`src/rtl/rock_ramp_scheduler.sv`:
```
// ============================================================================
// rock_ramp_scheduler : steps rocking amplitude/frequency one unit at a time
// toward a target, dwelling between steps, then strobes a stress evaluation.
// Revision 1.0
// ============================================================================
`default_nettype none

module rock_ramp_scheduler #(
  parameter int DWELL_CYCLES = 1000,
  parameter int OBS_CYCLES   = 5000,
  parameter int CNT_W        = 16
) (
  input  logic       clk,
  input  logic       reset,
  input  logic       tgtValid,
  input  logic [3:0] tgtA,
  input  logic [3:0] tgtF,
  output logic       tgtReady,
  input  logic       halt,
  output logic [3:0] A,
  output logic [3:0] F,
  output logic       busy,
  output logic       evalStrobe
);

  localparam logic [CNT_W-1:0] C_DWELL_LOAD = CNT_W'(DWELL_CYCLES - 1);
  localparam logic [CNT_W-1:0] C_OBS_LOAD   = CNT_W'(OBS_CYCLES - 1);

  typedef enum logic [1:0] {
    S_IDLE    = 2'd0,
    S_RAMP    = 2'd1,
    S_DWELL   = 2'd2,
    S_OBSERVE = 2'd3
  } state_t;

  state_t           state_q, state_d;
  logic [3:0]       a_q, a_d, f_q, f_d, ta_q, ta_d, tf_q, tf_d;
  logic [CNT_W-1:0] cnt_q, cnt_d;
  logic             last_f_q, last_f_d;
  logic             halt_run_q, halt_run_d;
  logic             w_accept, w_at_target, w_step_a, w_cnt_zero;

  always_comb begin
    state_d    = state_q;
    a_d        = a_q;
    f_d        = f_q;
    ta_d       = ta_q;
    tf_d       = tf_q;
    cnt_d      = cnt_q;
    last_f_d   = last_f_q;
    halt_run_d = halt_run_q;

    tgtReady    = ((state_q == S_IDLE) || (state_q == S_OBSERVE)) && !halt && !halt_run_q;
    busy        = (state_q != S_IDLE);
    w_accept    = tgtValid && tgtReady;
    w_cnt_zero  = (cnt_q == '0);
    w_at_target = (a_q == ta_q) && (f_q == tf_q);
    w_step_a    = (a_q != ta_q) && (last_f_q || (f_q == tf_q));
    // An abandoned window (new target or halt) never produces a strobe.
    evalStrobe  = (state_q == S_OBSERVE) && w_cnt_zero && !halt_run_q && !w_accept && !halt;

    if (halt) begin
      ta_d       = 4'd0;
      tf_d       = 4'd0;
      halt_run_d = 1'b1;
      if (state_q != S_DWELL) begin
        if ((a_q == 4'd0) && (f_q == 4'd0)) begin
          state_d    = S_IDLE;
          halt_run_d = 1'b0;
        end else begin
          state_d = S_RAMP;
        end
      end
    end else begin
      case (state_q)
        S_RAMP: begin
          if (w_step_a) begin
            a_d      = (a_q < ta_q) ? a_q + 4'd1 : a_q - 4'd1;
            last_f_d = 1'b0;
          end else if (f_q != tf_q) begin
            f_d      = (f_q < tf_q) ? f_q + 4'd1 : f_q - 4'd1;
            last_f_d = 1'b1;
          end
          state_d = S_DWELL;
          cnt_d   = C_DWELL_LOAD;
        end
        S_DWELL: begin
          if (w_cnt_zero) begin
            if (w_at_target) begin
              state_d = S_OBSERVE;
              cnt_d   = C_OBS_LOAD;
            end else begin
              state_d = S_RAMP;
            end
          end else begin
            cnt_d = cnt_q - CNT_W'(1);
          end
        end
        default: begin
          // IDLE and OBSERVE share the target-accept path.
          if (w_accept) begin
            ta_d = tgtA;
            tf_d = tgtF;
            if ((tgtA == a_q) && (tgtF == f_q)) begin
              state_d = S_OBSERVE;
              cnt_d   = C_OBS_LOAD;
            end else begin
              state_d = S_RAMP;
            end
          end else if (state_q == S_OBSERVE) begin
            if (w_cnt_zero) begin
              state_d    = S_IDLE;
              halt_run_d = 1'b0;
            end else begin
              cnt_d = cnt_q - CNT_W'(1);
            end
          end
        end
      endcase
    end
  end

  always_ff @(posedge clk or negedge reset) begin
    if (!reset) begin
      state_q    <= S_IDLE;
      a_q        <= 4'd0;
      f_q        <= 4'd0;
      ta_q       <= 4'd0;
      tf_q       <= 4'd0;
      cnt_q      <= '0;
      last_f_q   <= 1'b1;
      halt_run_q <= 1'b0;
    end else begin
      state_q    <= state_d;
      a_q        <= a_d;
      f_q        <= f_d;
      ta_q       <= ta_d;
      tf_q       <= tf_d;
      cnt_q      <= cnt_d;
      last_f_q   <= last_f_d;
      halt_run_q <= halt_run_d;
    end
  end

  assign A = a_q;
  assign F = f_q;

endmodule

`default_nettype wire
```
`config.mk`:
```
export PLATFORM = sky130hd
export DESIGN_NAME = rock_ramp_scheduler
export DESIGN_NICKNAME = d
export VERILOG_FILES = /design/src/rtl/rock_ramp_scheduler.sv
export SDC_FILE = /design/constraint.sdc
export NUM_CORES = 1
export LEC_CHECK = 0
export ABC_AREA = 0
export ABC_CLOCK_PERIOD_IN_PS = 6090
export CAP_MARGIN = 20
export CORE_MARGIN = 1.5
export CORE_UTILIZATION = 60
export CTS_BUF_LIST = sky130_fd_sc_hd__clkbuf_8
export DETAILED_ROUTE_END_ITERATION = 12
export GPL_TIMING_DRIVEN = 0
export PLACE_DENSITY = 0.83
export SLEW_MARGIN = 15
export SYNTH_ARGS = -nofsm -noshare
export SYNTH_HDL_FRONTEND = slang
export SYNTH_SLANG_ARGS = --single-unit
```
`constraint.sdc`:
```
create_clock -name clk -period 6.09 [get_ports clk]
set_input_delay 0.9135 -clock clk [delete_from_list [all_inputs] [get_ports clk]]
set_output_delay 0.9135 -clock clk [all_outputs]
set_load 0.01 [all_outputs]
```
# Word level (Yosys, flattened, before mapping)
# Cells that the tools add are included.
[totals] regBits=36 input_bits=12 out_inout_bits=11 word_cells=104
[op_classes] add_sub_neg=5 n_lt_le_gt_ge=2 n_eq_ne=17 n_mux=34 bitwise=2 n_reduce_logical=36
[ops] cell="$mux W16" n=6
[ops] cell="$mux W4" n=8
[ops] cell="$pmux W16 S2" n=1
[ops] cell="$eq A4 B4 Y1" n=4
[ops] cell="$logic_not A16 Y1" n=1
[ops] cell="$mux W2" n=8
[ops] cell="$sub A16 B1 Y16 const B" n=1
[ops] cell="$reduce_and A4 Y1" n=3
[ops] cell="$logic_and A1 B1 Y1" n=11
[ops] cell="$mux W1" n=10
[ops] cell="$reduce_bool A2 Y1" n=5
[ops] cell="$add A4 B1 Y4 const B" n=2
[ops] cell="$logic_not A4 Y1" n=2
[ops] cell="$lt A4 B4 Y1" n=2
[ops] cell="$ne A4 B4 Y1" n=2
[ops] cell="$reduce_bool A4 Y1" n=2
[ops] cell="$sub A4 B1 Y4 const B" n=2
[ops] cell="$ne A3 B3 Y1 const B" n=2
[ops] cell="$reduce_and A3 Y1" n=2
[ops] cell="$reduce_and A5 Y1" n=1
[ops] cell="$reduce_bool A5 Y1" n=1
[ops] cell="$eq A2 B2 Y1 const B" n=2
[ops] cell="$ne A2 B1 Y1 const B" n=2
[ops] cell="$ne A2 B2 Y1 const B" n=2
[ops] cell="10 further kinds" n=14

# Depth between registers and ports, before layout
[logic_depth] ltp_word=8 ltp_mapped=12 mapped_depth_nobuf=12

# Least setup slack after synthesis
# Ideal clock, no wire load.
[synth_timing] path_type="register -> output" start="register cnt_q[4]" end="output evalStrobe" arrival_ps=1788 t_required_ps=5176 path_slack_ps=3389 path_stages_with_launch=5 n_path_buf=0 path_cell_list="dfrtp_1 > or4_1 > nor4_2 > nand2_1 > nor4_1"
[synth_between] elab_chain_cells=5
[synth_lines] item="from (decl)" line_no="38" text="logic [CNT_W-1:0] cnt_q, cnt_d;"
[synth_lines] item="from (signal assigned)" line_no="139" text="cnt_q <= cnt_d;"
[synth_lines] item="$logic_not A16 Y1" line_no="56" text="w_cnt_zero = (cnt_q == '0);"
[synth_lines] item="$logic_and A1 B1 Y1 (4 in series)" line_no="60" text="evalStrobe = (state_q == S_OBSERVE) && w_cnt_zero && !halt_run_q && !w_accept && !halt;"
[synth_lines] item="to (decl)" line_no="23" text="output logic evalStrobe"
# No other way between the ends.

# Worst setup path in the final report
[layout_timing] start="input halt" end="output tgtReady"
[layout_between] elab_chain_cells=3
[layout_lines] item="from (decl)" line_no="19" text="input logic halt,"
[layout_lines] item="$logic_not A1 Y1" line_no="53" text="tgtReady = ((state_q == S_IDLE) || (state_q == S_OBSERVE)) && !halt && !halt_run_q;"
[layout_lines] item="$logic_and A1 B1 Y1 (2 in series)" line_no="53"
[layout_lines] item="to (decl)" line_no="18" text="output logic tgtReady,"
# No other way between the ends.

==> run summary <==
The tools report the largest net degree at the start of global routing as 26. In the layout the commonest cells are dfrtp_1 (35), a21oi_1 (34), nand2_1 (26). The worst register-to-register path ends at cnt_q[9]. Yosys attributes the largest share of cell area to dfrtp_1 (35%), ha_1 (9.0%), a21oi_1 (6.8%), nand2_1 (3.9%), xnor2_1 (3.5%). For the number of antenna violations at the first check in global routing, the log shows 0. The final number of max-transition violations is 0, and the post-CTS setup repair buffer count is 0. The weighted congestion at the end of routability-driven global placement was 0.7854. Clock latency on the worst-skew pair, taken at its later pin, is 290 ps.

In this run the core area contains 23 standard-cell rows. The commonest non-fill, non-tap cell in the layout is dfrtp_1. The filler cells instantiated in the layout total 310.

For this run, the total global-route usage over all layers was measured as 27.92%. The async set-reset flop share out of synthesis was 100.0%. Beginning of the critical path: halt. The post-CTS resize count is 0. Dividing the detail-routed via count by the number of cells gives 6.084.

The synthesized design contains 36 register bits. The die is 67.53 µm wide. A synthesized cell averages 9.053 µm². The total wire length was 5686 µm.

Summed over all cells, the static leakage comes to 0.001182 µW. Measured along the y axis, the die boundary spans 67.53 µm. Yosys printed 0 warnings. After detailed routing, the number of remaining DRC violations is 0. On the worst path, the slowest cell contributes a delay of 640 ps. Cells with a size suffix above 1 make up 9.772% of the layout.

The run gives 0 as the number of nets with antenna violations after routing. The worst setup path is of the input port to output port kind. The timing-limited maximum frequency is 0.2562 GHz, and the final-report setup violation count is 0. Total number of vias: 2,172. The minimum clock period after layout is 3903 ps, and the worst clock skew is 6.048 ps.

The synthesized design devotes to its leading area cell type 35.05% of total area. The number of different library cells in the post-synthesis netlist is 49. The cell with the largest stage delay on the worst path is clkdlybuf4s50_1.

Buffers inserted to repair hold after CTS numbered 0. At the pin with the least slew margin, the transition time is 881.9 ps. Buffers placed on the I/O ports in this run total 22.

The die covers 4560 µm². From synthesis to final layout, the design area changed by 15.52%. The signal on the critical path passes through clkdlybuf4s50_1 > clkbuf_1 > clkbuf_1 > nor3_1 > clkdlybuf4s50_1. The share of the cycle needed by the critical path after routing was 64.09%; the placement-stage cell area was 2796 µm². Setup repair after global routing left no endpoint under its margin. After detailed routing, the average wire length per cell comes to 15.93 µm.

The pre-antenna-repair detailed-routing pass consisted of 4 iterations. The number of global-route vias before repair is 2,069, and the initial standard-cell utilization of the core is 62.46%. TritonCTS built the clock tree. Buffers inserted during clock tree synthesis total 5. In this run the count of I/O pins placed on the die edge is 23.

The depth of the most critical reg-to-reg path was 9. Cell taking the most area after synthesis: dfrtp_1. The tools report the number of nets in the final layout as 338. Of all nets on the critical path, the largest fanout is 10. The global-route wire length before repair was 9425 µm. The worst register-to-register path begins at state_q[0].

Synthesis produced a netlist with a net count of 308. For the final instance area, the log shows 2887 µm². The number of synthesized flops with an enable pin came out at 0.

Leaving out filler cells and counting taps, the final layout contains 357. STA classifies the critical path endpoint as an output port. For the worst setup path, the data required time is 5180 ps. Counting every instance in the synthesized netlist gives 276. The region available for standard cell placement spans 4000 µm². The H-tree was split into 2 levels. In this run the power density over the cells is 530.4 nW/µm².

No sink is reached through more buffers than the 2 on the longest clock path. The endpoint of the worst setup timing path is tgtReady. The run gives 118 as the DRC violation total after the first TritonRoute iteration.

The tools report the element type at the critical path start as an input port. The HPWL after detailed placement is 4289 µm. The combined area of all synthesized cells came out at 2499 µm². The run finished with clean final reports. The run gives 349 as the number of placed cells counting well taps.

The count of inserted antenna diode cells is 0. Class of the worst hold path: input port to async pin. After global routing the overflow that remains totals 0. The worst register-to-register path has a setup slack of 3110 ps. Summed over all failing endpoints, the final setup total negative slack is 0 ps. The highest ir drop seen on vdd is 0.2509 mV.

Among all flip-flop cells after synthesis, the most frequent one is dfrtp_1. The worst slew margin relative to its limit is 40.75%, and the arrival time of the worst setup path is 2990 ps. The sink count of the clock tree was 36; the reported max-cap violation count was 0.

The cell sitting at the root of the clock tree is a clkbuf_8. The run gives 36.10% as the post-synthesis sequential area ratio. Clock-pin slew was measured on the worst setup and hold paths at 70 ps. The run gives 0 as the number of failing hold endpoints at the final stage.
[critical path, delay by kind of cell]
kind,cells,cell delay [ps]
buffers and inverters,4,1960
and+or+nand+nor,1,110
[cell families after synthesis]
group                    Yosys count  synth area share (%)
AO/OA/AOI/OAI                     79                 20.88
XOR/XNOR                          18                 6.309
adder cells (fa/ha/maj)           20                 10.62
buffers and inverters             25                 3.806
flip-flops                        36                 36.10
multiplexers                       2                0.9013
AND/OR/NAND/NOR                   96                 21.38
[synthesized netlist by cell type (3+ instances only)]
master	instances
nand2_1	26
a21oi_1	34
inv_1	17
or3_1	3
o21ai_0	11
a31o_2	3
or4_1	4
nand3_1	3
dfrtp_1	35
xnor2_1	10
nor4_2	6
o31ai_1	4
o21a_1	8
nor4_1	6
ha_1	18
nor3_1	7
a21o_1	4
xor2_1	8
clkbuf_1	7
nor2_1	22
[per-layer routing]
layer	track usage [%]	wire length, µm
met3	6.667	213
met2	45.10	2771
met5	0	0
met4	10.20	87
met1	36.30	2613
[worst min-delay path by stage]
stage | from | to | slack [ps] | cells after the start
finish | reset | F[1] | 490 | 1
global route | reset | halt_run_q | 510 | 1
CTS | reset | F[1] | 500 | 1
detailed placement | last_f_q | last_f_q | 490 | 2
global placement | last_f_q | last_f_q | 490 | 2
floorplan | last_f_q | last_f_q | 470 | 2
[power breakdown]
group / switching [µW] / internal (µW)
Sequential: 123 / 320
Clock: 88.3 / 89.0
Combinational: 502 / 409
Total: 713 / 818
[stage by stage]
stage	hold WS [ps]	total power, µW	util [%]	setup slack (ps)
after floorplan	470.5	1089	-	3389
after global placement	490.6	1297	69.53	2191
after detailed placement	493.8	1343	69.91	2171
after CTS	498.0	1527	72.16	2167
after global routing	510.3	1663	72.16	2029
final	493.3	1531	72.16	2187
[sequential cells by signal (all words and copies together), names as in the netlist]
signal	cells
cnt_q	16
A	4
F	4
ta_q	4
tf_q	4
state_q	2
halt_run_q	1
last_f_q	1
[layout make-up]
cell class | instances | area (µm²) | area share (%)
multi-input cells | 215 | 1501 | 52.02
flip-flops and latches | 36 | 902.1 | 31.25
repair buffers | 23 | 235.2 | 8.149
clock buffers | 6 | 82.58 | 2.861
inverters | 17 | 63.81 | 2.211
well taps | 50 | 62.56 | 2.167
plain buffers | 8 | 31.28 | 1.084
clock inverters | 2 | 7.507 | 0.2601
Note: power is estimated with default switching activity, not from simulation.
